==> src/rtl/pc_control_pkg.sv <==
// Shared definitions for the program-counter control path: PC width,
// condition-code encodings, flag bit positions and the PC state enum.
package pc_control_pkg;

    localparam int PC_W = 16;

    // Condition codes carried in the branch instruction
    localparam logic [2:0] CC_NE     = 3'b000;
    localparam logic [2:0] CC_EQ     = 3'b001;
    localparam logic [2:0] CC_GT     = 3'b010;
    localparam logic [2:0] CC_LT     = 3'b011;
    localparam logic [2:0] CC_GTE    = 3'b100;
    localparam logic [2:0] CC_LTE    = 3'b101;
    localparam logic [2:0] CC_OVFL   = 3'b110;
    localparam logic [2:0] CC_ALWAYS = 3'b111;

    // Bit positions inside the {Z, V, N} flag vector
    localparam int FLAG_Z = 2;
    localparam int FLAG_V = 1;
    localparam int FLAG_N = 0;

    typedef enum logic {
        RUN    = 1'b0,
        HALTED = 1'b1
    } pc_state_e;

endpackage

==> src/rtl/pc_control_branch_cond.sv <==
// Branch condition evaluator: decodes a 3-bit condition code against the
// {Z, V, N} flags. Purely combinational so later stages can reuse it.
module branch_cond
    import pc_control_pkg::*;
(
    input  logic [2:0] cond,
    input  logic [2:0] flags,
    output logic       cond_true
);

    logic flag_z;
    logic flag_v;
    logic flag_n;

    assign flag_z = flags[FLAG_Z];
    assign flag_v = flags[FLAG_V];
    assign flag_n = flags[FLAG_N];

    // Condition table lookup
    always_comb begin
        cond_true = 1'b0;
        case (cond)
            CC_NE:     cond_true = ~flag_z;
            CC_EQ:     cond_true = flag_z;
            CC_GT:     cond_true = ~flag_z & ~flag_n;
            CC_LT:     cond_true = flag_n;
            CC_GTE:    cond_true = flag_z | (~flag_z & ~flag_n);
            CC_LTE:    cond_true = flag_n | flag_z;
            CC_OVFL:   cond_true = flag_v;
            CC_ALWAYS: cond_true = 1'b1;
            default:   cond_true = 1'b0;
        endcase
    end

endmodule

==> src/rtl/pc_control.sv <==
// Program-counter owner: holds the fetch PC, forms PC+2 and branch targets,
// evaluates branch conditions and selects the next PC. Halt is terminal
// until reset; a taken relative branch whose target overflows sets a
// sticky flag but still uses the wrapped target.
module pc_control
    import pc_control_pkg::*;
#(
    parameter logic [PC_W-1:0] RESET_PC = 16'h0000
) (
    input  logic            clk,
    input  logic            rst_n,
    input  logic            stall,
    input  logic            branch,
    input  logic            branch_reg,
    input  logic [2:0]      cond,
    input  logic [8:0]      imm9,
    input  logic [PC_W-1:0] reg_tgt,
    input  logic [2:0]      flags,
    input  logic            halt,
    output logic [PC_W-1:0] pc,
    output logic [PC_W-1:0] pc_plus2,
    output logic            taken,
    output logic            halted,
    output logic            tgt_ovfl
);

    pc_state_e       state_q;
    pc_state_e       state_d;
    logic [PC_W-1:0] pc_q;
    logic [PC_W-1:0] pc_d;
    logic            tgt_ovfl_q;
    logic            tgt_ovfl_d;

    logic            cond_true;
    logic [PC_W-1:0] b_offset;
    logic [PC_W-1:0] b_tgt;
    logic            b_ovfl;
    logic [PC_W-1:0] br_tgt;

    branch_cond u_branch_cond (
        .cond      (cond),
        .flags     (flags),
        .cond_true (cond_true)
    );

    assign pc_plus2 = pc_q + 16'd2;

    // Word offset: sign-extend, then scale to bytes
    assign b_offset = {{6{imm9[8]}}, imm9, 1'b0};
    assign b_tgt    = pc_plus2 + b_offset;
    // Signed overflow: like-signed operands producing an opposite-signed sum
    assign b_ovfl   = (pc_plus2[PC_W-1] == b_offset[PC_W-1]) &&
                      (b_tgt[PC_W-1] != pc_plus2[PC_W-1]);

    // Register-indirect targets are forced to a halfword boundary
    assign br_tgt = reg_tgt & ~16'h0001;

    assign taken = (branch | branch_reg) & cond_true & (state_q == RUN) & ~stall;

    // Next-state, next-PC and sticky-overflow selection in priority order
    always_comb begin
        state_d    = state_q;
        pc_d       = pc_plus2;
        tgt_ovfl_d = tgt_ovfl_q;
        if (state_q == HALTED) begin
            pc_d = pc_q;
        end else if (stall) begin
            pc_d = pc_q;
        end else if (halt) begin
            pc_d    = pc_q;
            state_d = HALTED;
        end else if (taken && branch_reg) begin
            pc_d = br_tgt;
        end else if (taken) begin
            pc_d = b_tgt;
            if (b_ovfl) begin
                tgt_ovfl_d = 1'b1;
            end
        end else begin
            pc_d = pc_plus2;
        end
    end

    // State, PC and sticky flag registers with synchronous active-low reset
    always_ff @(posedge clk) begin
        if (!rst_n) begin
            state_q    <= RUN;
            pc_q       <= RESET_PC;
            tgt_ovfl_q <= 1'b0;
        end else begin
            state_q    <= state_d;
            pc_q       <= pc_d;
            tgt_ovfl_q <= tgt_ovfl_d;
        end
    end

    assign pc       = pc_q;
    assign halted   = (state_q == HALTED);
    assign tgt_ovfl = tgt_ovfl_q;

endmodule

==> config.mk <==
export PLATFORM = sky130hd
export DESIGN_NAME = pc_control
export DESIGN_NICKNAME = d
export VERILOG_FILES = /design/src/rtl/pc_control_pkg.sv /design/src/rtl/pc_control_branch_cond.sv /design/src/rtl/pc_control.sv
export SDC_FILE = /design/constraint.sdc
export NUM_CORES = 1
export LEC_CHECK = 0
export CORE_MARGIN = 8
export CORE_UTILIZATION = 50
export DETAILED_ROUTE_END_ITERATION = 12
export DONT_BUFFER_PORTS = 1
export PLACE_DENSITY = 0.75
export SLEW_MARGIN = 40
export SYNTH_ARGS = -nofsm -noshare
export SYNTH_HDL_FRONTEND = slang
export SYNTH_HIERARCHICAL = 1
export SYNTH_SLANG_ARGS = --single-unit
==> constraint.sdc <==
create_clock -name clk -period 3.9 [get_ports clk]
set_clock_uncertainty 0.2 [all_clocks]
set_input_delay 0.39 -clock clk [delete_from_list [all_inputs] [get_ports clk]]
set_output_delay 0.39 -clock clk [all_outputs]
set_load 0.005 [all_outputs]
==> metrics.yaml, run 1 <==
run_status:
  run_status: "finished clean"
floorplan:
  die-width_um: 78.1
  placementRows: 22
  initial_standard_cell_utilization_of_the_core_pct: 52.3
  placeable_core_area_um2: 3690
  floorplan.die_area_um2: 6100
  die_span_in_y_um: 78.1
  top_ports: 72
timing:
  final.period_utilization_pct: 88.1
  final.setup.tns_ns: 0
  final-setup-viol-count: 0
  timing_max_transition_violations_final: 0
  layout_min_cycle_time_ns: 3.44
  worst_pin_slew_ns: 0.561
  final_hold_vio_count: 0
  slew-limit-headroom_pct: 62.4
  rsz0062_at_grt: "false"
  fmaxAchievable_mhz: 291
grt:
  global_route.usage.total_pct: 18.0
  antenna_violations_before_repair: 0
  maximum_number_of_pins_on_one_net_before_global_route_repair: 22
  globalRouteOverflowTotal: 0
  grt_pass1_vias: 1833
  first_pass_grt_wire_length_um: 9130
critical_path:
  worst_ep_arrival_time_ns: 3.44
  crit_fanout: 7
  critPathCaptureType: "register"
  reg2regPathDepth: 13
  cp_data_required_time_ns: 3.90
  timing.critical_path.from_type: "register"
  path_class: "reg -> reg"
detailed_routing:
  postRouteAntennaNets: 0
  drcViolationCount: 0
  detail_route.iter0.violations: 135
  detailroute.via_count: 1853
  first_pass_iters: 4
  post_drt_via_cell_ratio: 6.18
  drt-total-wl_um: 5590
  post_drt_wl_per_cell_um: 18.6
place:
  place.port_buffers: 0
  detailed_place_hpwl_um: 4540
  placed_cells_incl_taps: 296
  placed_cell_area_um2: 1980
  gp_congestion: 0.849
cells_and_area:
  number_of_antenna_repair_diodes: 0
  drive_gt1_share_pct: 7.54
  finish.cell_count_without_fillers: 300
  stdcell_area_um2: 2030
  area.growth.synth_to_final_pct: 5.32
  finalNetCount: 307
yosys:
  ys_seq_elements: 17
  synth_area_leader_cell: "dfxtp_1"
  synth.cell_area_um2: 1930
  yosysWarnings: 6
  synth_edf_count: 0
  seq_area_frac_synth_pct: 17.7
  netlist.area_leader.share_pct: 17.7
  asyncSetResetFlopFracSynth_pct: 0
  ys_types: 54
  number_of_instances_in_the_synthesized_netlist: 252
  synth.area.top_cells: "dfxtp_1 (18%), ha_1 (10%), nand2_1 (6.6%), xnor2_1 (5.9%), xor2_1 (5.0%)"
  syn-mean-instance-area_um2: 7.65
  synthFlopType: "dfxtp_1"
pwr:
  power_leakage_nw: 0.874
  post-layout-total-power_w: 0.000485
  power.ir.vdd_worst_mv: 0.118
  p_comb_share_pct: 30.9
  switching_share_pct: 35.0
  switching_power_w: 0.000170
  power.share.clock_pct: 28.7
  sequential_cell_fraction_of_total_power_pct: 40.3
  intPower_w: 0.000315
  pwr_density_cell_nw_per_um2: 239
clock_tree:
  cts.clk_slew.worst_paths_ns: 0.08
  clock_insertion_delay_worst_skew_ns: 0.26
  cts_buffers: 3
  number_of_cells_upsized_or_downsized_after_cts: 0
  cts_root_buf: "clkbuf_8"
  maximum_root_to_sink_buffer_count: 2
  tritoncts: "yes"
  cts-htree-levels: 1
  cts_post_setup_buffers_inserted: 0
  clock-sinks: 17
  post_cts_hold_buffer_count: 0
worst_hold_path:
  worst_hold_path_type: "in -> reg"
  hold_depth: 1
flow_run:
  timing.max_cap.violations: 0
critical path: stages, from the launching register on:
cell     delay, ns
dfxtp_1       0.49
ha_1          0.25
nand3_2       0.17
nor2_1        0.28
nand2_1       0.11
xnor2_1       0.20
ha_1          0.32
and2_0        0.16
a221o_1       0.37
and3_1        0.21
nor4_2        0.23
xnor2_1       0.16
mux2i_1       0.10
o21ai_1       0.12
stage by stage:
stage,worst slack (ns),hold WS (ns),utilization [%]
after floorplan,0.781,0.266,-
after global placement,0.566,0.309,53.8
after detailed placement,0.499,0.314,53.8
after global routing,0.215,0.0343,55.1
after CTS,0.467,0.0409,55.1
final,0.464,0.0441,55.1
per-layer routing:
| metal | track usage (%) | routed length (um) | up-vias |
|---|---|---|---|
| li1 | - | - | 923 |
| met1 | 21.0 | 2170 | 852 |
| met2 | 30.2 | 2690 | 76 |
| met3 | 7.18 | 704 | 2 |
| met4 | 3.70 | 23 | 0 |
| met5 | 0 | 0 | - |
area by class of cell:
type / count / area, um^2
clock inverters: 1 / 5.00
well taps: 48 / 60.1
flip-flops and latches: 17 / 340
multi-input cells: 217 / 1510
inverters: 9 / 33.8
repair buffers: 5 / 37.5
clock buffers: 3 / 41.3
fillers: 391 / 1660
state kept, by name (all words and copies together), names as in the netlist:
| name | cells |
|---|---|
| halted | 1 |
| pc | 15 |
| tgt_ovfl | 1 |
power by group through the flow:
stage	logic [W]	registers, W	clock network, W
floorplan	0.000121	0.000195	0
global placement	0.000144	0.000199	0
detailed placement	0.000148	0.000200	0
CTS	0.000149	0.000196	0.000142
global route	0.000168	0.000198	0.000152
finish	0.000150	0.000196	0.000139
synthesized netlist by cell type (2+ instances only):
cell type	n
a21boi_0	3
nand2b_1	4
nand3_1	12
xor2_1	11
nand2_1	34
nor2b_1	5
buf_4	2
a222oi_1	2
mux2i_1	4
o21ai_0	8
and2_1	3
nor2_1	14
inv_1	9
o211ai_1	10
and4_1	2
o221ai_1	4
dfxtp_1	17
a21o_1	9
and3_1	3
o21a_1	4
xnor2_1	13
clkbuf_1	7
o21ai_1	3
a21oi_1	16
nand4_1	3
a31oi_1	7
ha_1	16
final timing paths:
check,startpoint,end,slack (ns)
max,pc[1],pc[14],0.46
min,rst_n,halted,0.04
max reg2reg,pc[1],pc[14],0.46
min reg2reg,tgt_ovfl,tgt_ovfl,0.32
kinds of logic (layout without fill, tap and decap cells):
group                    count (synthesis)  count (layout)  share of synthesized area, %
flip-flops                              17              17                          17.7
buffers and inverters                   19              18                          4.09
adder cells (fa/ha/maj)                 17              17                          11.4
AO/OA/AOI/OAI                           77              77                          27.5
other                                    1               2                         0.194
XOR/XNOR                                25              25                          11.7
AND/OR/NAND/NOR                         92              92                          25.3
multiplexers                             4               4                          2.08
cell usage in the layout (no fill, tap or decap), types with 2 or more instances in the layout:
cell type  instances
o21ai_0            8
nand3_1           12
nor2_1            14
o221ai_1           4
o21ai_1            3
clkbuf_8           3
o21a_1             4
nor2b_1            5
xnor2_1           13
and2_1             3
a21oi_1           16
a222oi_1           2
a31oi_1            7
buf_4              5
mux2i_1            4
dfxtp_1           17
and3_1             3
nand2b_1           4
and4_1             2
a21o_1             9
xor2_1            11
nand4_1            3
ha_1              16
conb_1             2
inv_1              9
o211ai_1          10
a21boi_0           3
nand2_1           34
(Power assumes the default switching activity.)
==> inputs of run 2 (changes only) <==
--- a/config.mk
+++ b/config.mk
@@ -6,10 +6,11 @@
 export NUM_CORES = 1
 export LEC_CHECK = 0
 export CORE_MARGIN = 8
-export CORE_UTILIZATION = 50
+export CORE_UTILIZATION = 64
+export CTS_CLUSTER_SIZE = 40
 export DETAILED_ROUTE_END_ITERATION = 12
 export DONT_BUFFER_PORTS = 1
-export PLACE_DENSITY = 0.75
+export PLACE_DENSITY = 0.9
 export SLEW_MARGIN = 40
 export SYNTH_ARGS = -nofsm -noshare
 export SYNTH_HDL_FRONTEND = slang
==> run 2 against run 1 <==
Compared with the run above: sequential cell count is the same; clock power fell by 25%; hold slack worse by 0.032 ns; power is 8.0% lower; cell count down 5.3%; utilization grew 12 points; critical path type unchanged.
==> metrics.yaml, run 2 (synthesized netlist as in run 1, its figures left out) <==
floorplan:
  placeable_core_area_um2: 2950  # -20%
  die-width_um: 70.9  # -9.2%
  floorplan.die_area_um2: 5020  # -18%
  initial_standard_cell_utilization_of_the_core_pct: 65.3  # +13 points
  placementRows: 20  # -9.1%
  top_ports: 72  # unchanged
  die_span_in_y_um: 70.9  # -9.2%
timing:
  final-setup-viol-count: 0  # unchanged
  timing_max_transition_violations_final: 0  # unchanged
  final.period_utilization_pct: 89.6  # +1.5 points
  fin_worst_hold_slack_ns: 0.0123  # -0.0318 ns
  fmaxAchievable_mhz: 286  # -1.7%
  rsz0062_at_grt: "false"
  slew-limit-headroom_pct: 56.7  # -5.7 points
  layout_min_cycle_time_ns: 3.50  # +0.0588 ns
  final_hold_vio_count: 0  # unchanged
  final.setup.tns_ns: 0  # unchanged
  worst_pin_slew_ns: 0.647  # +0.0864 ns
critical_path:
  crit_start: "pc[1]"
  cp_data_required_time_ns: 3.95  # +0.05 ns
  r2r_end: "pc[14]"
  reg2regPathDepth: 13  # unchanged
  crit-reg2reg-launch: "pc[1]"
  critPathCapture: "pc[14]"
  critical_path.top_delay_family: "simple AND/OR/NAND/NOR gates"
  crit_fanout: 7  # unchanged
  slowest_library_cell_on_the_worst_path: "dfxtp_1"
  timing.critical_path.buf_inv: 0  # unchanged
  worst_ep_arrival_time_ns: 3.54  # +0.10 ns
  crit_cells: 13  # unchanged
  reg2reg_setup_slack_ns: 0.40  # -0.06 ns
  path_class: "reg -> reg"
  cp_cell_sequence: "ha_1 > nand3_2 > nor2_1 > nand2_1 > xnor2_1 > ha_1 > and2_0 > a221o_1 > and3_1 > nor4_2 > xnor2_1 > mux2i_1 > o21ai_1"
  timing.critical_path.from_type: "register"
  critPathCaptureType: "register"
  cpPeakStageDelay_ns: 0.49  # about the same
place:
  place.port_buffers: 0  # unchanged
  gp_congestion: 0.923  # +8.7%
  detailed_place_hpwl_um: 4290  # -5.5%
clock_tree:
  cts-htree-levels: 1  # unchanged
  clock-sinks: 17  # unchanged
  tritoncts: "yes"
  cts_root_buf: "clkbuf_4"
  clock_insertion_delay_worst_skew_ns: 0.31  # +0.05 ns
  cts_buffers: 3  # unchanged
  cts.clk_slew.worst_paths_ns: 0.10  # +0.02 ns
  maximum_root_to_sink_buffer_count: 2  # unchanged
detailed_routing:
  met2_wire_length_um: 2480  # -7.9%
  detailroute.wirelength.met3_um: 750  # +6.5%
  drcViolationCount: 0  # unchanged
  post_drt_wl_per_cell_um: 19.1  # +2.7%
  postRouteAntennaNets: 0  # unchanged
  post_drt_via_cell_ratio: 6.58  # +6.5%
  detailroute.via_count: 1869  # +0.86%
  detail_route.iter0.violations: 146  # +8.1%
  route.top_layer_used: "met4"
  wl_met1_um: 2100  # -3.3%
  first_pass_iters: 4  # unchanged
  drt-total-wl_um: 5440  # -2.8%
grt:
  antenna_violations_before_repair: 0  # unchanged
  maximum_number_of_pins_on_one_net_before_global_route_repair: 22  # unchanged
  globalRouteOverflowTotal: 0  # unchanged
  grt_pass1_vias: 1839  # +0.33%
  first_pass_grt_wire_length_um: 8780  # -3.8%
  global_route.usage.total_pct: 21.3  # +3.4 points
pwr:
  power_leakage_nw: 0.860  # -1.5%
  pwr_density_cell_nw_per_um2: 225  # -6.0%
  power.ir.vdd_worst_mv: 0.220  # +87%
run_status:
  run_status: "finished clean"
cells_and_area:
  number_of_antenna_repair_diodes: 0  # unchanged
  drive_gt1_share_pct: 6.77  # -0.77 points
  area.growth.synth_to_final_pct: 3.12
  postLayoutCoreUtil_pct: 67.3  # +12 points
  finalNetCount: 306  # -0.33%
  final_common_cell: "nand2_1"
  largest_reg_flops: 15  # unchanged
  layout.cells.most_common_list: "nand2_1 (34), dfxtp_1 (17), a21oi_1 (16), ha_1 (16), nor2_1 (14)"
worst_hold_path:
  worst_hold_path_type: "in -> reg"
  hold_depth: 1  # unchanged
  worst_hold_startpoint: "rst_n"
flow_run:
  timing.max_cap.violations: 0  # unchanged
-- run 2: cell type report --
cell class              count  area [um^2]
multi-input cells         217         1510
fillers                   273          965
flip-flops and latches     17          340
well taps                  33         41.3
inverters                   9         33.8
repair buffers              4         32.5
clock buffers               3         22.5
clock inverters             1         5.00
-- run 2: worst min-delay path by stage --
stage | endpoint | slack, ns
final | pc[5] | 0.01
after detailed placement | tgt_ovfl | 0.30
after CTS | pc[1] | 0.007
after floorplan | tgt_ovfl | 0.27
after global placement | tgt_ovfl | 0.30
after global routing | pc[5] | 0.0009
-- run 2: repair_timing --
| action | in CTS | in global routing |
|---|---|---|
| gates resized for setup | 0 | 0 |
| hold buffers | 1 | 0 |
| hold endpoints to repair | 3 | 0 |
| buffers inserted | 0 | 0 |
-- run 2: report_power, final --
group	switching (W)	leakage [nW]	internal, W	total, W
Sequential	0.0000145	0.138	0.000181	0.000196
Combinational	0.0000854	0.705	0.0000618	0.000147
Clock	0.0000651	0.0177	0.0000384	0.000104
Total	0.000165	0.860	0.000281	0.000446
-- run 2: routing by layer --
layer,up-vias,GRT usage [%]
li1,916,-
met1,839,23.9
met2,101,35.8
met3,13,9.75
met4,0,5.08
met5,-,0
-- run 2: through the flow --
step                      area (um^2)  std cells  power, W  setup slack, ns
after floorplan                  1930        253  0.000316            0.781
after global placement           1950        279  0.000339            0.521
after detailed placement         1950        279  0.000344            0.437
after CTS                        1990        284  0.000446            0.416
after global routing             1990        284  0.000476            0.172
final                            1990        284  0.000446            0.405
==> inputs of run 3 (changes only) <==
--- a/config.mk
+++ b/config.mk
@@ -11,7 +11,7 @@
 export DETAILED_ROUTE_END_ITERATION = 12
 export DONT_BUFFER_PORTS = 1
 export PLACE_DENSITY = 0.9
-export SLEW_MARGIN = 40
+export SLEW_MARGIN = 20
 export SYNTH_ARGS = -nofsm -noshare
 export SYNTH_HDL_FRONTEND = slang
 export SYNTH_HIERARCHICAL = 1
==> results of run 3 <==
Final layout, timing and power as in run 2 (identical DEF).
